**config.mk**
```make
export PLATFORM = sky130hd
export DESIGN_NAME = simon_serial_io
export DESIGN_NICKNAME = d
export VERILOG_FILES = /design/src/rtl/simon_io_pkg.sv /design/src/rtl/simon_serial_io.sv
export SDC_FILE = /design/constraint.sdc
export NUM_CORES = 1
export LEC_CHECK = 0
export CORE_ASPECT_RATIO = 0.9
export CORE_MARGIN = 2
export CORE_UTILIZATION = 52
export DETAILED_ROUTE_END_ITERATION = 16
export GPL_TIMING_DRIVEN = 0
export MAX_ROUTING_LAYER = met4
export PLACE_DENSITY_LB_ADDON = 0.3
export SLEW_MARGIN = 20
export SYNTH_ARGS = -nofsm -noshare
export SYNTH_HDL_FRONTEND = slang
export SYNTH_SLANG_ARGS = --single-unit
```
**constraint.sdc**
```tcl
create_clock -name clk -period 4.2 [get_ports clk]
set_clock_uncertainty 0.1 [all_clocks]
set_input_delay 0.63 -clock clk [delete_from_list [all_inputs] [get_ports clk]]
set_output_delay 0.63 -clock clk [all_outputs]
set_load 0.02 [all_outputs]
```
**src/rtl/simon_io_pkg.sv**
```systemverilog
// Shared types and constants for the Simon 32/64 serial pad-side front end.
package simon_io_pkg;

  localparam int SIMON_BLK_W = 32;
  localparam int SIMON_KEY_W = 64;

  typedef enum logic [1:0] {
    LOAD = 2'd0,
    WAIT = 2'd1,
    SEND = 2'd2
  } io_state_e;

  // Input beats per frame: whole key followed by whole plaintext.
  function automatic int calc_nb(input int dw);
    return (SIMON_KEY_W + SIMON_BLK_W) / dw;
  endfunction

endpackage

```
**src/rtl/simon_serial_io.sv**
```systemverilog
// Narrow-bus wrapper around simon_for: deserialises key+plaintext, waits the
// core latency, then streams the ciphertext out LSB beat first.
module simon_serial_io
  import simon_io_pkg::*;
#(
  parameter int DW       = 8,
  parameter int CORE_LAT = 1
) (
  input  logic                   clk,
  input  logic                   rst,
  input  logic [DW-1:0]          in_data,
  input  logic                   in_valid,
  output logic                   in_ready,
  output logic [DW-1:0]          out_data,
  output logic                   out_valid,
  input  logic                   out_ready,
  output logic [SIMON_BLK_W-1:0] plaintext,
  output logic [SIMON_KEY_W-1:0] keytext,
  input  logic [SIMON_BLK_W-1:0] ciphertext,
  output logic                   busy,
  output logic                   frame_done
);

  localparam int NB  = calc_nb(DW);
  localparam int NBK = SIMON_KEY_W / DW;
  localparam int NBO = SIMON_BLK_W / DW;
  localparam int BCW = $clog2(NB);
  localparam int WCW = $clog2(CORE_LAT + 1) + 1;

  generate
    if (SIMON_BLK_W % DW != 0) begin : g_dw_chk
      $error("simon_serial_io: DW must divide 32");
    end
  endgenerate

  io_state_e              state, state_nxt;
  logic [BCW-1:0]         beat_cnt;
  logic [WCW-1:0]         wait_cnt;
  logic [SIMON_BLK_W-1:0] sreg;
  logic                   in_acc, out_acc;
  logic                   last_in, last_out, wait_done;

  assign last_in   = (beat_cnt == BCW'(NB - 1));
  assign last_out  = (beat_cnt == BCW'(NBO - 1));
  assign wait_done = (wait_cnt == WCW'(CORE_LAT));
  assign in_acc    = in_valid && in_ready;
  assign out_acc   = out_valid && out_ready;
  assign out_data  = sreg[DW-1:0];
  assign busy      = (state != LOAD);

  always_comb begin
    state_nxt = state;
    in_ready  = 1'b0;
    out_valid = 1'b0;
    unique case (state)
      LOAD: begin
        in_ready = 1'b1;
        if (in_valid && last_in) state_nxt = WAIT;
      end
      WAIT: if (wait_done) state_nxt = SEND;
      SEND: begin
        out_valid = 1'b1;
        if (out_ready && last_out) state_nxt = LOAD;
      end
      default: state_nxt = LOAD;
    endcase
  end

  always_ff @(posedge clk) begin
    if (rst) begin
      state      <= LOAD;
      beat_cnt   <= '0;
      wait_cnt   <= '0;
      plaintext  <= '0;
      keytext    <= '0;
      sreg       <= '0;
      frame_done <= 1'b0;
    end else begin
      state      <= state_nxt;
      frame_done <= 1'b0;
      unique case (state)
        LOAD: if (in_acc) begin
          // Beat index selects the slice: key words first, then plaintext.
          for (int k = 0; k < NBK; k++)
            if (beat_cnt == BCW'(k)) keytext[k*DW +: DW] <= in_data;
          for (int k = 0; k < NBO; k++)
            if (beat_cnt == BCW'(NBK + k)) plaintext[k*DW +: DW] <= in_data;
          beat_cnt <= last_in ? '0 : beat_cnt + 1'b1;
          wait_cnt <= '0;
        end
        WAIT: begin
          wait_cnt <= wait_done ? '0 : wait_cnt + 1'b1;
          if (wait_done) sreg <= ciphertext;
        end
        SEND: if (out_acc) begin
          sreg       <= sreg >> DW;
          beat_cnt   <= last_out ? '0 : beat_cnt + 1'b1;
          frame_done <= last_out;
        end
        default: ;
      endcase
    end
  end

endmodule

```
## After elaboration in Yosys (flattened, before gate mapping)

Cells that the tools add are included.

| cells by class | value |
|---|---|
| add/sub/neg operators | 2 |
| equal/unequal tests | 19 |
| multiplexer cells | 17 |
| bitwise gates (word level) | 2 |
| reduce and logical (&&, ||, !) cells | 27 |

Operator list:

| kind | number |
|---|---|
| $mux W32 | 2 |
| $pmux W32 S2 | 1 |
| $reduce_and A3 Y1 | 15 |
| $eq A4 B3 Y1 const B | 4 |
| $eq A4 B4 Y1 const B | 4 |
| $mux W4 | 4 |
| $mux W2 | 5 |
| $ne A2 B2 Y1 const B | 5 |
| $eq A4 B2 Y1 const B | 2 |
| $pmux W4 S2 | 1 |
| $reduce_bool A2 Y1 | 4 |
| $pmux W2 S3 | 1 |
| $add A4 B1 Y4 const B | 1 |
| $eq A2 B1 Y1 const B | 2 |
| $eq A4 B1 Y1 const B | 1 |
| $logic_and A1 B1 Y1 | 4 |
| $logic_not A4 Y1 | 1 |
| $pmux W2 S2 | 1 |
| $reduce_or A3 Y1 | 1 |
| $add A2 B1 Y2 const B | 1 |
| $eq A2 B2 Y1 const B | 1 |
| $logic_not A2 Y1 | 1 |
| $mux W1 | 2 |
| $not A1 Y1 | 2 |
| $reduce_and A2 Y1 | 1 |

| word-level totals | value |
|---|---|
| flip-flop bits (word level) | 137 |
| input bits | 44 |
| output and inout port bits | 108 |
| word-level logic and storage cells | 84 |

## Depth between registers and ports, before layout

Gate-level depths: netlist (run 1).

| logic depth | value |
|---|---|
| depth after elaboration | 5 |
| gate-level depth with buffers | 8 |
| gate-level depth less buffers | 6 |

## Least setup slack after synthesis (run 1)

No wires, ideal clock.

| timing path | value |
|---|---|
| path type | register -> output |
| start point | register state[1] |
| end point | output port out_valid |
| arrival | 1090 ps |
| data required time | 3470 ps |
| path slack | 2380 ps |
| cell stages (with the launch flop) | 7 |
| buffers on the path | 4 |
| cells stage by stage | dfxtp_1 > buf_6 > nand2b_1 > buf_2 > inv_2 > buf_2 > buf_2 |

| between the ends | value |
|---|---|
| cells in the longest elaborated chain, start to end | 2 |

Ends and longest elaborated chain:

| what | line | RTL |
|---|---|---|
| from (decl) | simon_serial_io.sv:36 | `io_state_e state, state_nxt;` |
| from (signal assigned) | simon_serial_io.sv:79 | `state <= state_nxt;` |
| $eq A2 B2 Y1 | simon_serial_io.sv:55 | `unique case (state)` |
| $mux W1 | simon_serial_io.sv:55 |  |
| to (decl) | simon_serial_io.sv:15 | `output logic out_valid,` |

No other way between the ends.

## Final worst setup path (run 1)

Ends and elaborated chain as after synthesis.

==> results.md, run 1 <==
* Result of the run: finished, final reports clean
* MaxCap Viol Count at 0
* First-iteration detailed-routing DRC count at 282
* Crit path capture type: output pin
* Static power due to leakage at 2.94 nW
* Final period util at 0.725
* Die height at 102 um
* Final WS setup at 1.15 ns
* Layout Utilization at 0.764
* Drt first pass iters at 5
* Number of levels the H-tree was split into at 4
* Placeable core region at 10200 um2
* Area used by multi-input combinational logic at 2480 um2
* Share of synthesized area occupied by flip-flops and latches at 0.499
* Worst Setup Path Type: reg2out
* Initial antenna violation count at 0
* Final Max Tran Viols at 0
* Number of instances in the synthesized netlist at 562
* Main synth FF type: dfxtp_1
* Slowest cell on the critical path: clkdlybuf4s50_1
* Buffers added on ports at 151
* Largest net degree at the start of global routing at 17
* Count of endpoints failing setup in the final report at 0
* First-pass GRT wire length at 23600 um
* Largest area contributor in the synthesized netlist: dfxtp_1
* GP Congestion at 0.817
* Synth top area cells: dfxtp_1 50%, mux2i_1 18%, nor2_1 8.5%, nor2_8 4.4%, nand2_1 4.2%
* YS warnings at 0
* Sum of routed wire length over all layers at 14900 um
* Share of flip-flops with an asynchronous set or reset at 0
* Area of all sequential standard cells at 2740 um2
* Setup repair after global routing missed its margin: no
* Number of primary I/O pins at 152
* Area growth from synthesis to layout at 42.3%
* Final-stage net count at 780
* Buffers & Inverters on Critical Path at 6
* Most common cell in the synthesized netlist: dfxtp_1
* CTS Root Buffer Type: clkbuf_16
* Crit path largest cell delay at 0.63 ns
* CTS Hold Bufs at 0
* Inst Count DP at 842
* Data required time of the critical path at 3.47 ns
* Count of instances resized after the clock tree is built at 0
* Cells traversed along the worst timing path: buf_6 > nand2b_1 > buf_2 > inv_2 > buf_2 > buf_2 > clkdlybuf4s50_1
* Horiz. Die Dim at 112 um
* TNS Setup at 0 ns
* Worst min-delay path class: reg2reg
* GR Util All Layers at 0.272
* Share of cells above drive strength 1 at 0.0995
* Via count of the first global-routing pass at 4797
* Top achievable clock speed at 328 MHz
* Worst-margin pin slew at 0.609 ns
* Share of the synthesized area in the top cell type at 0.499
* Number of flops mapped to enable cells by yosys at 0
* Cell types with the highest counts after synthesis: 137 x dfxtp_1, 124 x nor2_1, 98 x mux2i_1, 62 x nand2_1, 25 x a311oi_1
* Fillers at 709
* Synthesized Nets at 610
* Half-perimeter wire length of the detailed placement result at 10500 um
* Synth cell types at 36
* Wire length per cell after detailed routing at 17.1 um
* PD cells at 404 nW/um2
* Avg Synthesized Cell Area at 9.78 um2
* Post-route ant nets at 0
* CP max FO at 10
* Arrival time worst endpoint at 2.32 ns
* Vias post-DR at 4664
* Total chip power at 3.16 mW
* Clock buffer count from CTS at 17
* Netlist area before placement at 5500 um2
* Initial core utilization at 0.537
* Post-CTS Setup Repair Bufs at 0
* Insertion delay to the later sink of the worst-skew pair at 0.41 ns
* Cell type with the highest occurrence count on the critical path: buf_2
* Startpoint type of the worst setup path: flop
* CTS tree: built
* Die ar. at 11400 um2
* Number of rows in the core area at 35
* Setup WS pre-CTS at 1.32 ns
* Count of final hold-check violations at 0
* Buffer levels on the longest clock path at 2
* Time the worst path needs with I/O delays and setup at 3.05 ns
* Number of non-filler instances in the completed layout at 873
* CTS sink cnt at 137
* DR DRC count at 0
* Normalized max-slew margin at 0.594
* Overflow after GRT at 0
* Cell family contributing the most delay on the critical path: buffers and inverters
* Ant diodes at 0
* Clock input transition at the sequential cells of the worst setup and hold paths at 0.06 ns
* Seq cells post-synth at 137
* Per-cell via count in the routed design at 5.34
* Maximum VDD drop at 343 uV
sequential cells by signal, indices dropped and copies added (netlist names):
register,flops
keytext,64
frame_done,1
sreg,32
state,2
beat_cnt,4
plaintext,32
wait_cnt,2
path summary, 6_finish.rpt:
kind	start	to	slack, ns	cells past startpoint
setup / recovery	state[1]$_SDFFE_PP0P_	out_valid	1.15	7
hold / removal	sreg[26]$_SDFFE_PP0P_	sreg[26]$_SDFFE_PP0P_	0.36	2
setup reg to reg	state[1]$_SDFFE_PP0P_	sreg[8]$_SDFFE_PP0P_	2.16	8
hold reg to reg	sreg[26]$_SDFFE_PP0P_	sreg[26]$_SDFFE_PP0P_	0.36	2
report_power, final:
part           internal, mW  switching, mW  leakage [nW]
clock network          1.07          0.573         0.306
logic                0.0855          0.106          1.52
registers              1.31        0.00916          1.11
worst reg2reg max path: cells and delay by family (launching register included):
family	cells	cell delay, ns
buffers and inverters	5	1.05
AOI/OAI and AO/OA	2	0.35
DFF	1	0.32
and+or+nand+nor	1	0.08
layer usage:
| metal | vias to the layer above | global-route usage | share of wire | routed length (um) |
|---|---|---|---|---|
| li1 | 2227 | - | - | - |
| met4 | 0 | 0.0957 | 0.018 | 272 |
| met5 | - | - | 0 | 0 |
| met2 | 151 | 0.459 | 0.49 | 7360 |
| met1 | 2258 | 0.323 | 0.43 | 6450 |
| met3 | 28 | 0.0604 | 0.058 | 863 |
stage by stage:
step / instance area, um2 / hold slack (ns)
global placement: 7170 / 0.340
CTS: 7830 / 0.357
floorplan: 5500 / 0.332
detailed placement: 7170 / 0.347
finish: 7830 / 0.357
global route: 7830 / 0.379
placed cells by master, fill, tap and decap left out, types with 2 or more instances in the layout:
cell type	n
inv_1	5
buf_2	13
nor3_1	2
buf_1	2
o21ai_0	2
nand3_1	9
inv_6	3
clkbuf_16	17
dfxtp_1	137
buf_6	2
nand2b_1	3
bufinv_16	5
nand2_1	62
mux2i_1	98
clkinvlp_4	4
clkbuf_1	22
or2_2	2
nor2_1	124
a21oi_1	11
a311oi_1	25
clkdlybuf4s50_1	151
buf_4	10
nor2_8	12
ha_1	4
area by class of cell:
type                       instances  area share
inverter                           6     0.00288
tap                              129      0.0206
buffer                            49      0.0323
multi-input combinational        370       0.317
clock buffer                      18      0.0561
sequential                       137       0.350
clock inverter                    13      0.0275
timing repair buffer             151       0.193
logic make-up after synthesis:
| kind of cell | after synthesis | share of synthesized area |
|---|---|---|
| compound gates | 46 | 0.0639 |
| xor+xnor | 1 | 0.00159 |
| fa+ha+maj | 4 | 0.00910 |
| buf+inv | 55 | 0.0501 |
| flops | 137 | 0.499 |
| mux | 98 | 0.178 |
| simple gates | 221 | 0.198 |
Note: power is estimated with default switching activity, not from simulation.
==> run 2, diff against run 1 <==
- CORE_UTILIZATION: 52 -> 43
- clock period: 4.2 -> 2.7 ns (I/O delays scaled with it)
==> results.md, run 2 (synthesized netlist as in run 1, its figures left out) <==
* Result of the run: finished, final reports clean
* Count of endpoints failing setup in the final report at 0 (unchanged)
* Count of instances resized after the clock tree is built at 1 (+1)
* Clock buffer count from CTS at 17 (unchanged)
* Initial antenna violation count at 0 (unchanged)
* GR Util All Layers at 0.234 (-0.0373)
* Placeable core region at 12600 um2 (+23%)
* Clock input transition at the sequential cells of the worst setup and hold paths at 0.06 ns (about the same)
* Setup slack of the worst register-to-register path at 0.72 ns (-1.44 ns)
* Slowest cell on the critical path: dlygate4sd2_1
* Post-route ant nets at 0 (unchanged)
* Number of levels the H-tree was split into at 4 (unchanged)
* Time the worst path needs with I/O delays and setup at 2.52 ns
* Crit path capture type: output pin
* Data required time of the critical path at 2.19 ns (-1.28 ns)
* CP max FO at 10 (unchanged)
* Insertion delay to the later sink of the worst-skew pair at 0.42 ns (about the same)
* GP Congestion at 0.844 (+3.3%)
* Ant diodes at 0 (unchanged)
* Cell type with the highest occurrence count on the critical path: buf_2
* Wire length per cell after detailed routing at 16.2 um (-5.3%)
* Most flops, register: keytext
* Launching instance or port of the critical path: state[1]$_SDFFE_PP0P_
* Worst Setup Path Type: reg2out
* Static power due to leakage at 2.89 nW (-1.4%)
* First-iteration detailed-routing DRC count at 253 (-10%)
* Post-detailed-placement cell area at 7220 um2 (+0.61%)
* Total chip power at 4.45 mW (+41%)
* Area growth from synthesis to layout at 41.0%
* Final period util at 0.935
* CTS sink cnt at 137 (unchanged)
* End of the worst register-to-register path: sreg[6]$_SDFFE_PP0P_
* MaxCap Viol Count at 0 (unchanged)
* Destination of the critical timing path: out_valid
* Final-stage net count at 780 (unchanged)
* Cells traversed along the worst timing path: buf_6 > nand2b_1 > buf_2 > inv_2 > buf_2 > buf_2 > dlygate4sd2_1
* Via count of the first global-routing pass at 4716 (-1.7%)
* Per-cell via count in the routed design at 4.92 (-7.8%)
* Horiz. Die Dim at 123 um (+9.6%)
* CTS tree: built
* PD cells at 573 nW/um2 (+42%)
* CTS Hold Bufs at 0 (unchanged)
* Count of final hold-check violations at 0 (unchanged)
* Commonest non-fill, non-tap cell in the layout: clkdlybuf4s50_1
* Number of non-filler instances in the completed layout at 909 (+4.1%)
* Maximum VDD drop at 477 uV (+39%)
* CTS Root Buffer Type: clkbuf_16
* Post-CTS Setup Repair Bufs at 0 (unchanged)
* Largest net degree at the start of global routing at 17 (unchanged)
* Half-perimeter wire length of the detailed placement result at 10500 um (+0.19%)
* Worst R2R Start: state[0]$_SDFFE_PP0P_
* Largest registers ranked by flip-flop count: keytext x64, plaintext x32, sreg x32
* Crit path largest cell delay at 0.36 ns (-0.27 ns)
* Drt first pass iters at 4 (-1)
* Die height at 111 um (+9.6%)
* Initial core utilization at 0.437 (-0.0998)
* Inst Count DP at 877 (+4.2%)
* Number of primary I/O pins at 152 (unchanged)
* First-pass GRT wire length at 23900 um (+0.96%)
* Overflow after GRT at 0 (unchanged)
* Post-route cell area at 7750 um2 (-0.94%)
* Top achievable clock speed at 396 MHz
* Buffers added on ports at 151 (unchanged)
* Number of rows in the core area at 39 (+11%)
* Max FFs per register at 64 (unchanged)
* Normalized max-slew margin at 0.597 (+0.00280)
* DR DRC count at 0 (unchanged)
* Worst-margin pin slew at 0.604 ns (-0.00420 ns)
* Startpoint type of the worst setup path: flop
* Die ar. at 13700 um2 (+20%)
* Sum of routed wire length over all layers at 14700 um (-1.4%)
* Worst Reg-to-Reg Cells at 6 (-2)
* Final Max Tran Viols at 0 (unchanged)
* Worst min-delay path class: reg2reg
* Setup repair after global routing missed its margin: no
* Arrival time worst endpoint at 2.02 ns (-0.30 ns)
* Vias post-DR at 4476 (-4.0%)
* Buffer levels on the longest clock path at 2 (unchanged)
* Share of cells above drive strength 1 at 0.0953 (-0.00416)
* Highest-count cells in the layout ignoring fill and taps: 150 x clkdlybuf4s50_1, 137 x dfxtp_1, 124 x nor2_1
[run 2: cell types whose count changed in the layout (fill, tap and decap cells not counted), sizes merged]
cell           delta
clkbuf            +7
dlygate4sd2       +1
clkdlybuf4s50     -1
inv               -3
clkinvlp          -1
clkinv            +3
bufinv            -5
[run 2: worst min-delay path by stage]
stage | start | end | slack, ns | depth (start not counted)
2_1_floorplan | sreg[24]$_SDFFE_PP0P_ | sreg[24]$_SDFFE_PP0P_ | 0.33 | 2
3_3_place_gp | wait_cnt[1]$_SDFFE_PP0P_ | wait_cnt[1]$_SDFFE_PP0P_ | 0.34 | 1
3_5_place_dp | sreg[26]$_SDFFE_PP0P_ | sreg[26]$_SDFFE_PP0P_ | 0.35 | 2
4_1_cts | sreg[26]$_SDFFE_PP0P_ | sreg[26]$_SDFFE_PP0P_ | 0.36 | 2
5_1_grt | sreg[30]$_SDFFE_PP0P_ | sreg[30]$_SDFFE_PP0P_ | 0.37 | 2
6_report | sreg[26]$_SDFFE_PP0P_ | sreg[26]$_SDFFE_PP0P_ | 0.36 | 2
[run 2: per-layer routing]
layer  track usage  share of wire
met1         0.298           0.47
met2         0.350           0.46
met5             -              0
met3        0.0844          0.062
met4        0.0652         0.0073
[run 2: cell type report]
class | count | area (um2)
inverters | 6 | 22.5
flip-flops and latches | 137 | 2740
well taps | 164 | 205
clock buffers | 25 | 495
clock inverters | 7 | 42.5
repair buffers | 151 | 1510
fillers | 1062 | 4840
plain buffers | 49 | 253
multi-input cells | 370 | 2480
[run 2: power by group]
part / switching [mW] / internal (mW) / leakage [nW]
logic: 0.164 / 0.133 / 1.53
registers: 0.0131 / 2.04 / 1.11
clock network: 0.830 / 1.26 / 0.259
total: 1.01 / 3.44 / 2.89
[run 2: critical path: cells and delay by family, from the launching register on]
kind | cells | cell delay, ns
flops | 1 | 0.32
simple gates | 1 | 0.05
buf+inv | 6 | 1.22
[run 2: per-stage QoR]
step / utilization / worst slack (ns) / hold slack [ns] / TNS, ns
floorplan: - / 0.937 / 0.332 / 0
global placement: 0.573 / -0.0482 / 0.340 / -0.424
detailed placement: 0.573 / -0.0780 / 0.347 / -0.552
CTS: 0.616 / 0.162 / 0.355 / 0
global route: 0.616 / 0.0431 / 0.365 / 0
finish: 0.616 / 0.176 / 0.355 / 0
==> run 3, diff against run 2 <==
- GPL_ROUTABILITY_DRIVEN: unset -> 0
- MAX_ROUTING_LAYER: met4 -> unset
- SKIP_CTS_REPAIR_TIMING: unset -> 1
==> results.md, run 3 (synthesized netlist as in run 1, its figures left out) <==
* Largest net degree at the start of global routing at 17 (unchanged)
* Via count of the first global-routing pass at 4700 (-0.34%)
* Placeable core region at 12600 um2 (unchanged)
* Total chip power at 4.45 mW (about the same)
* Overflow after GRT at 0 (unchanged)
* Startpoint type of the worst setup path: flop
* First-iteration detailed-routing DRC count at 276 (+9.1%)
* Final-stage net count at 780 (unchanged)
* CP max FO at 10 (unchanged)
* GR Util All Layers at 0.228 (-0.00652)
* Setup slack of the worst register-to-register path at 0.74 ns (+0.02 ns)
* Half-perimeter wire length of the detailed placement result at 10500 um (unchanged)
* PD cells at 574 nW/um2 (about the same)
* Layer with the highest usage: met2
* Worst min-delay path class: reg2reg
* Wire length per cell after detailed routing at 16.3 um (+0.32%)
* Data required time of the critical path at 2.19 ns (about the same)
* GR Layer Usage met2 at 0.349 (-0.000733)
* MaxCap Viol Count at 0 (unchanged)
* Max FFs per register at 64 (unchanged)
* First-pass GRT wire length at 23900 um (about the same)
* Die height at 111 um (unchanged)
* Sum of routed wire length over all layers at 14800 um (+0.32%)
* Count of endpoints failing setup in the final report at 0 (unchanged)
* Clock input transition at the sequential cells of the worst setup and hold paths at 0.06 ns (about the same)
* Worst Setup Path Type: reg2out
* Initial antenna violation count at 0 (unchanged)
* Maximum VDD drop at 479 uV (+0.28%)
* Commonest non-fill, non-tap cell in the layout: clkdlybuf4s50_1
* Final worst hold slack at 0.355 ns (-0.000663 ns)
* Crit path capture type: output pin
* Buffers added on ports at 151 (unchanged)
* Number of rows in the core area at 39 (unchanged)
* Worst Reg-to-Reg Cells at 6 (unchanged)
* Die ar. at 13700 um2 (unchanged)
* Number of non-filler instances in the completed layout at 909 (unchanged)
* Hold depth at 2 (unchanged)
* Fillers at 1060 (-0.19%)
* DR DRC count at 0 (unchanged)
* Global Route met3 Usage at 0.0890 (+0.00463)
* Layout Utilization at 0.616 (about the same)
* Horiz. Die Dim at 123 um (unchanged)
* Number of levels the H-tree was split into at 4 (unchanged)
* Global routing usage on met1 at 0.292 (-0.00645)
* Insertion delay to the later sink of the worst-skew pair at 0.42 ns (about the same)
* Most flops, register: keytext
* Final Max Tran Viols at 0 (unchanged)
* Vias post-DR at 4509 (+0.74%)
* Per-cell via count in the routed design at 4.96 (+0.74%)
* CTS tree: built
* Result of the run: finished, final reports clean
* Count of final hold-check violations at 0 (unchanged)
* Buffer levels on the longest clock path at 2 (unchanged)
* Area growth from synthesis to layout at 41.0% (about the same)
* Final period util at 0.897 (-0.0376)
* Clock buffer count from CTS at 17 (unchanged)
* Time the worst path needs with I/O delays and setup at 2.42 ns (-0.102 ns)
* Inst Count DP at 877 (unchanged)
* Static power due to leakage at 2.91 nW (+0.48%)
* TNS Setup at 0 ns (unchanged)
* Top achievable clock speed at 413 MHz (+4.2%)
* Highest-count cells in the layout ignoring fill and taps: 150 x clkdlybuf4s50_1, 137 x dfxtp_1, 124 x nor2_1
* Worst-margin pin slew at 0.621 ns (+0.0170 ns)
* Largest registers ranked by flip-flop count: keytext x64, plaintext x32, sreg x32
* Setup repair after global routing missed its margin: no
* Number of primary I/O pins at 152 (unchanged)
* Normalized max-slew margin at 0.586 (-0.0113)
* Share of cells above drive strength 1 at 0.0953 (unchanged)
* Drt first pass iters at 4 (unchanged)
* CTS sink cnt at 137 (unchanged)
* Ant diodes at 0 (unchanged)
* CTS Root Buffer Type: clkbuf_16
* Initial core utilization at 0.437 (unchanged)
* Arrival time worst endpoint at 1.92 ns (-0.10 ns)
* Post-route ant nets at 0 (unchanged)
-- run 3: cell types whose count changed in the layout (fill, tap and decap cells not counted), sizes merged --
cell          before  now
dlygate4sd2        1    0
dlymetal6s2s       0    1
-- run 3: final cells by class --
type / instances / area (um2) / area share
sequential: 137 / 2740 / 0.354
multi-input combinational: 370 / 2480 / 0.320
timing repair buffer: 151 / 1510 / 0.195
clock buffer: 25 / 495 / 0.0639
buffer: 49 / 253 / 0.0326
tap: 164 / 205 / 0.0265
clock inverter: 7 / 42.5 / 0.00548
inverter: 6 / 22.5 / 0.00290
-- run 3: worst paths after layout --
kind,startpoint,to
min reg2reg,sreg[26]$_SDFFE_PP0P_,sreg[26]$_SDFFE_PP0P_
max reg2reg,state[0]$_SDFFE_PP0P_,sreg[6]$_SDFFE_PP0P_
min,sreg[26]$_SDFFE_PP0P_,sreg[26]$_SDFFE_PP0P_
max,state[1]$_SDFFE_PP0P_,out_valid
-- run 3: where the power goes --
group          internal (mW)  switching, mW
logic                  0.133          0.164
clock network           1.26          0.833
registers               2.04         0.0134
total                   3.44           1.01
-- run 3: per-layer routing --
metal,vias to the layer above,routed length (um)
met5,-,0
met4,0,170
met3,14,1130
met2,132,6730
met1,2131,6760
li1,2232,-
-- run 3: metrics by stage --
| step | cell area [um2] | setup slack, ns |
|---|---|---|
| 3_3_place_gp | 7220 | -0.0482 |
| 5_1_grt | 7760 | 0.147 |
| 2_1_floorplan | 5500 | 0.937 |
| 3_5_place_dp | 7220 | -0.0780 |
| 4_1_cts | 7750 | -0.115 |
| 6_report | 7760 | 0.278 |
-- run 3: worst max-delay path, stage by stage, from the launching register on --
cell            delay [ns]
dfxtp_1               0.32
buf_6                 0.13
nand2b_1              0.05
buf_2                 0.17
inv_2                 0.08
buf_2                 0.23
buf_2                 0.25
dlymetal6s2s_1        0.25
==> RTL edit 1 (config.mk and constraints of run 3) <==
Re-encode `io_state_e` (3 states) as one-hot, 3 bits wide.
--- a/src/rtl/simon_io_pkg.sv
+++ b/src/rtl/simon_io_pkg.sv
@@ -6,6 +6,6 @@
 
-  typedef enum logic [1:0] {
-    LOAD = 2'd0,
-    WAIT = 2'd1,
-    SEND = 2'd2
+  typedef enum logic [2:0] {
+    LOAD = 3'b001,
+    WAIT = 3'b010,
+    SEND = 3'b100
   } io_state_e;
Formal check against the unedited RTL: same outputs for any inputs over 4 cycles, from zero or initial values and one cycle with rst high; so few cycles prove little.
==> RTL edit 1 against run 3 <==
First-iteration DRC count increased by 30%. Wire length rose by 20%. Total power increased by 6.9%. Synthesized area up 12%. Design area increased by 9.3%. Clock power increased by 12%. Sequential cell count rose by 1. Via count rose by 20%. Non-clock buffer count grew 13. Setup slack lost 0.044 ns.
==> RTL edit 1: results (changes against run 3) <==
Status - complete, no violations
DR iter-0 viols - 359 (+30%)
Max FO, Critical Path - 10 (unchanged)
Worst Hold Launch - rst
Antenna diodes - 0 (unchanged)
Placed Area - 7880 um2 (+9.2%)
Critical path data arrival time - 1.96 ns (+0.04 ns)
Ys async rst share - 0 (unchanged)
Clock latency on the worst-skew pair - 0.42 ns (about the same)
GRT Overall Usage - 0.236 (+0.00849)
Port Buffers - 150 (-0.66%)
Post-synth top cells - dfxtp_1, mux2i_1, nand2b_1
Launch point of the worst reg-to-reg path - beat_cnt[1]$_SDFFE_PP0P_
Yosys warns - 0 (unchanged)
Crit. Startpoint - state[1]$_SDFFE_PP0P_
Sequential area share after synthesis - 0.450 (-0.0486)
Max_slew headroom - 0.560 (-0.0261)
CTS root buf - clkbuf_16
Post-synth net total - 671 (+10%)
First-pass GRT wire length - 28300 um (+18%)
Family with the most delay on the worst path - buffers and inverters
Synth top area cells - dfxtp_1, mux2i_1, nand2b_1
Vias - 5400 (+20%)
Pre-CTS setup slack - 0.352 ns (+0.430 ns)
Share of cells above drive strength 1 - 0.123 (+0.0277)
Initial antenna violation count - 0 (unchanged)
CP max-delay cell - or3b_1
Final hold vios - 0 (unchanged)
HPWL Detailed - 12700 um (+21%)
Max incr delay on CP - 0.40 ns (+0.08 ns)
Cts bufs inserted - 17 (unchanged)
Drt total wl - 17800 um (+20%)
Fillers - 1189 (+12%)
Final nets - 840 (+7.7%)
Worst hold path class - in -> reg
Worst VDD drop - 0.000456 V (-4.8%)
Clock tree buffer depth - 2 (unchanged)
Distinct cell type count after synthesis - 50 (+39%)
Largest reg by FF count - keytext
Leak - 0.00328 uW (+13%)
Initial DRT Pass Iterations - 5 (+1)
-- RTL edit 1: cell count changes after synthesis, moves of 20 or more --
| cell | run 3 | this run |
|---|---|---|
| nand2_1 | 62 | 1 |
| a311oi_1 | 25 | 0 |
| nand3_1 | 9 | 53 |
| mux2i_1 | 98 | 72 |
| a21oi_1 | 11 | 53 |
| o21ai_0 | 2 | 34 |
| nand2b_1 | 3 | 66 |
| a221oi_2 | 0 | 20 |
| nor2_1 | 124 | 29 |
-- RTL edit 1: area by class of cell --
class	count	area [um2]	area share
Timing Repair Buffer	150	1510	0.178
Buffer	63	347	0.0409
Sequential cell	138	2760	0.326
Tap cell	193	241	0.0285
Clock buffer	25	475	0.0561
Clock inverter	7	115	0.0136
Inverter	6	23.8	0.00280
Multi-Input combinational cell	416	3000	0.354
-- RTL edit 1: worst min-delay path, stage by stage --
cell and delay, ns:
buf_2 0.21, nand2b_1 0.14, o2bb2ai_1 0.06
-- RTL edit 1: worst paths after layout --
kind	end	slack, ns	cells after the start
max	in_ready	0.23	5
min	sreg[25]$_SDFFE_PP0P_	0.35	3
max reg2reg	keytext[28]$_SDFFE_PP0P_	0.78	5
min reg2reg	keytext[49]$_SDFFE_PP0P_	0.37	2
-- RTL edit 1: cells by family (layout without fill, tap and decap cells) --
kind of cell,count (synthesis),count (layout),share of synthesized area
simple gates,196,196,0.202
compound gates,143,143,0.161
flops,138,138,0.450
mux,72,72,0.117
buf+inv,69,251,0.0603
fa+ha+maj,4,4,0.00816
xor+xnor,1,1,0.00143
-- RTL edit 1: stage by stage --
step                      power, uW  cells   util  hold slack, ns  TNS [ns]
after floorplan                2280    623      -           0.354         0
after global placement         2440    966  0.563           0.361         0
after detailed placement       2450    966  0.563           0.366         0
after CTS                      4770    998  0.605           0.325    -0.134
after global routing           4890    998  0.605           0.368         0
final                          4760    998  0.605           0.347         0
-- RTL edit 1: layer usage --
layer / up-vias / wire, um / part of all wire / track usage
li1: 2587 / - / - / -
met5: - / 0 / 0 / 0
met1: 2588 / 8200 / 0.46 / 0.321
met3: 23 / 1240 / 0.070 / 0.0684
met4: 0 / 295 / 0.017 / 0.0733
met2: 202 / 8050 / 0.45 / 0.362
-- RTL edit 1: where the power goes --
part | internal [uW] | total [uW] | switching, uW
Clock | 1500 | 2350 | 853
Combinational | 149 | 334 | 185
Sequential | 2060 | 2070 | 14.5
Total | 3710 | 4760 | 1050
==> RTL edit 2 (config.mk and constraints of run 3) <==
Made on the original files. Change the parameter `CORE_LAT` from 1 to 2.
--- a/src/rtl/simon_serial_io.sv
+++ b/src/rtl/simon_serial_io.sv
@@ -6,3 +6,3 @@
   parameter int DW       = 8,
-  parameter int CORE_LAT = 1
+  parameter int CORE_LAT = 2
 ) (
Formal check against the unedited RTL: same outputs for any inputs over 4 cycles, from zero or initial values and one cycle with rst high; that may be too few to reach the edited logic, so the function may still have changed.
==> RTL edit 2 against run 3 <==
Wire length down 3.7%. Synthesized area is 0.43% higher. Count of clock-buffer cells in the layout is 6 lower. Utilization grew 0.40 points. Critical endpoint unchanged. Sequential cell count grew 1. Total power grew 7.1%. Design area increased by 1.0%. Critical path type unchanged. Setup slack lost 0.12 ns.
==> RTL edit 2: results (changes against run 3) <==
Status - complete, no violations
Top Layer Used - met4
Synth top area cells - dfxtp_1, mux2i_1, nor2_1
CTS root buf - clkbuf_16
Post-synth top cells - dfxtp_1, nor2_1, mux2i_1
Initial DRT Pass Iterations - 4 (unchanged)
Vias - 4473 (-0.80%)
Congestion Overflow GR - 0 (unchanged)
Leak - 0.00294 uW (+1.1%)
Clock latency on the worst-skew pair - 0.41 ns
H-Tree Depth - 4 (unchanged)
Most used DFF post-synth - dfxtp_1
Port Buffers - 150 (-0.66%)
Max FO, Critical Path - 19 (+9)
First-pass GRT wire length - 22900 um (-4.0%)
HPWL Detailed - 10100 um (-3.6%)
Ys async rst share - 0 (unchanged)
Worst VDD drop - 0.000529 V (+10%)
M1 WL - 6350 um (-6.1%)
Maxcap violations - 0 (unchanged)
Post-synth net total - 605 (-0.82%)
Worst-path clk slew - 0.06 ns (about the same)
Cell taking the most area after synthesis - dfxtp_1
Family with the most delay on the worst path - buffers and inverters
Distinct cell type count after synthesis - 40 (+11%)
Largest net degree at the start of global routing - 17 (unchanged)
CP max-delay cell - clkdlybuf4s50_1
Clock tree buffer depth - 2 (unchanged)
Final nets - 773 (-0.90%)
Critical path data arrival time - 2.04 ns (+0.12 ns)
Met3 Wirelength - 932 um (-17%)
Share of cells above drive strength 1 - 0.106 (+0.0104)
Cells after Synth - 557 (-0.89%)
Met2 wire length - 6760 um (+0.52%)
Cts bufs inserted - 17 (unchanged)
DR iter-0 viols - 305 (+11%)
Top Registers - keytext: 64 flops, plaintext: 32 flops, sreg: 32 flops
Drt total wl - 14200 um (-3.7%)
Worst hold path class - reg -> reg
GRT Overall Usage - 0.214 (-0.0137)
Max incr delay on CP - 0.67 ns (+0.35 ns)
Worst-Margin Slew - 0.595 ns (-0.0265 ns)
Yosys warns - 0 (unchanged)
Sequential area share after synthesis - 0.500 (+0.00148)
[RTL edit 2: stage by stage]
stage / hold WS (ns) / std cells / cell area [um2] / setup slack (ns) / util
2_1_floorplan: 0.349 / 557 / 5520 / 0.938 / -
3_3_place_gp: 0.363 / 871 / 7230 / 0.331 / 0.572
3_5_place_dp: 0.368 / 871 / 7230 / 0.325 / 0.572
4_1_cts: 0.383 / 903 / 7840 / -0.126 / 0.620
5_1_grt: 0.394 / 902 / 7840 / 0.0336 / 0.620
6_report: 0.382 / 902 / 7840 / 0.160 / 0.620
[RTL edit 2: layout make-up]
cell class / count / area [um2]
Tap cell: 164 / 205
Buffer: 45 / 240
Clock inverter: 13 / 168
Inverter: 7 / 26.3
Multi-Input combinational cell: 366 / 2490
Clock buffer: 19 / 443
Fill cell: 1060 / 4800
Timing Repair Buffer: 150 / 1500
Sequential cell: 138 / 2760
[RTL edit 2: final timing paths]
path | from | end | slack, ns | cells past startpoint
setup reg to reg | state[0]$_SDFFE_PP0P_ | plaintext[28]$_SDFFE_PP0P_ | 0.76 | 6
hold reg to reg | sreg[27]$_SDFFE_PP0P_ | sreg[27]$_SDFFE_PP0P_ | 0.38 | 1
setup / recovery | state[1]$_SDFFE_PP0P_ | out_valid | 0.16 | 5
hold / removal | sreg[27]$_SDFFE_PP0P_ | sreg[27]$_SDFFE_PP0P_ | 0.38 | 1
[RTL edit 2: report_power, final]
group / internal [uW] / switching, uW / total (uW)
Sequential: 2060 / 13.7 / 2070
Combinational: 134 / 166 / 300
Clock: 1490 / 906 / 2390
Total: 3680 / 1080 / 4760
[RTL edit 2: logic make-up after synthesis]
| kind of cell | share of synthesized area |
|---|---|
| DFF | 0.500 |
| and+or+nand+nor | 0.194 |
| xor gates and xnor gates | 0.00159 |
| muxes | 0.176 |
| adders and majority gates | 0.00906 |
| buffers and inverters | 0.0489 |
| AOI/OAI and AO/OA | 0.0702 |
[RTL edit 2: worst register-to-register path, cell delays in order (launching register included)]
cell     delay [ns]
dfxtp_1        0.33
buf_2          0.18
or4b_4         0.49
buf_6          0.18
nor2_8         0.25
mux2i_1        0.23
nor2_1         0.05
[RTL edit 2: layer usage]
layer | global-route usage | vias to the layer above
met1 | 0.273 | 2122
met2 | 0.339 | 120
met5 | 0 | -
li1 | - | 2217
met3 | 0.0733 | 14
met4 | 0.0697 | 0
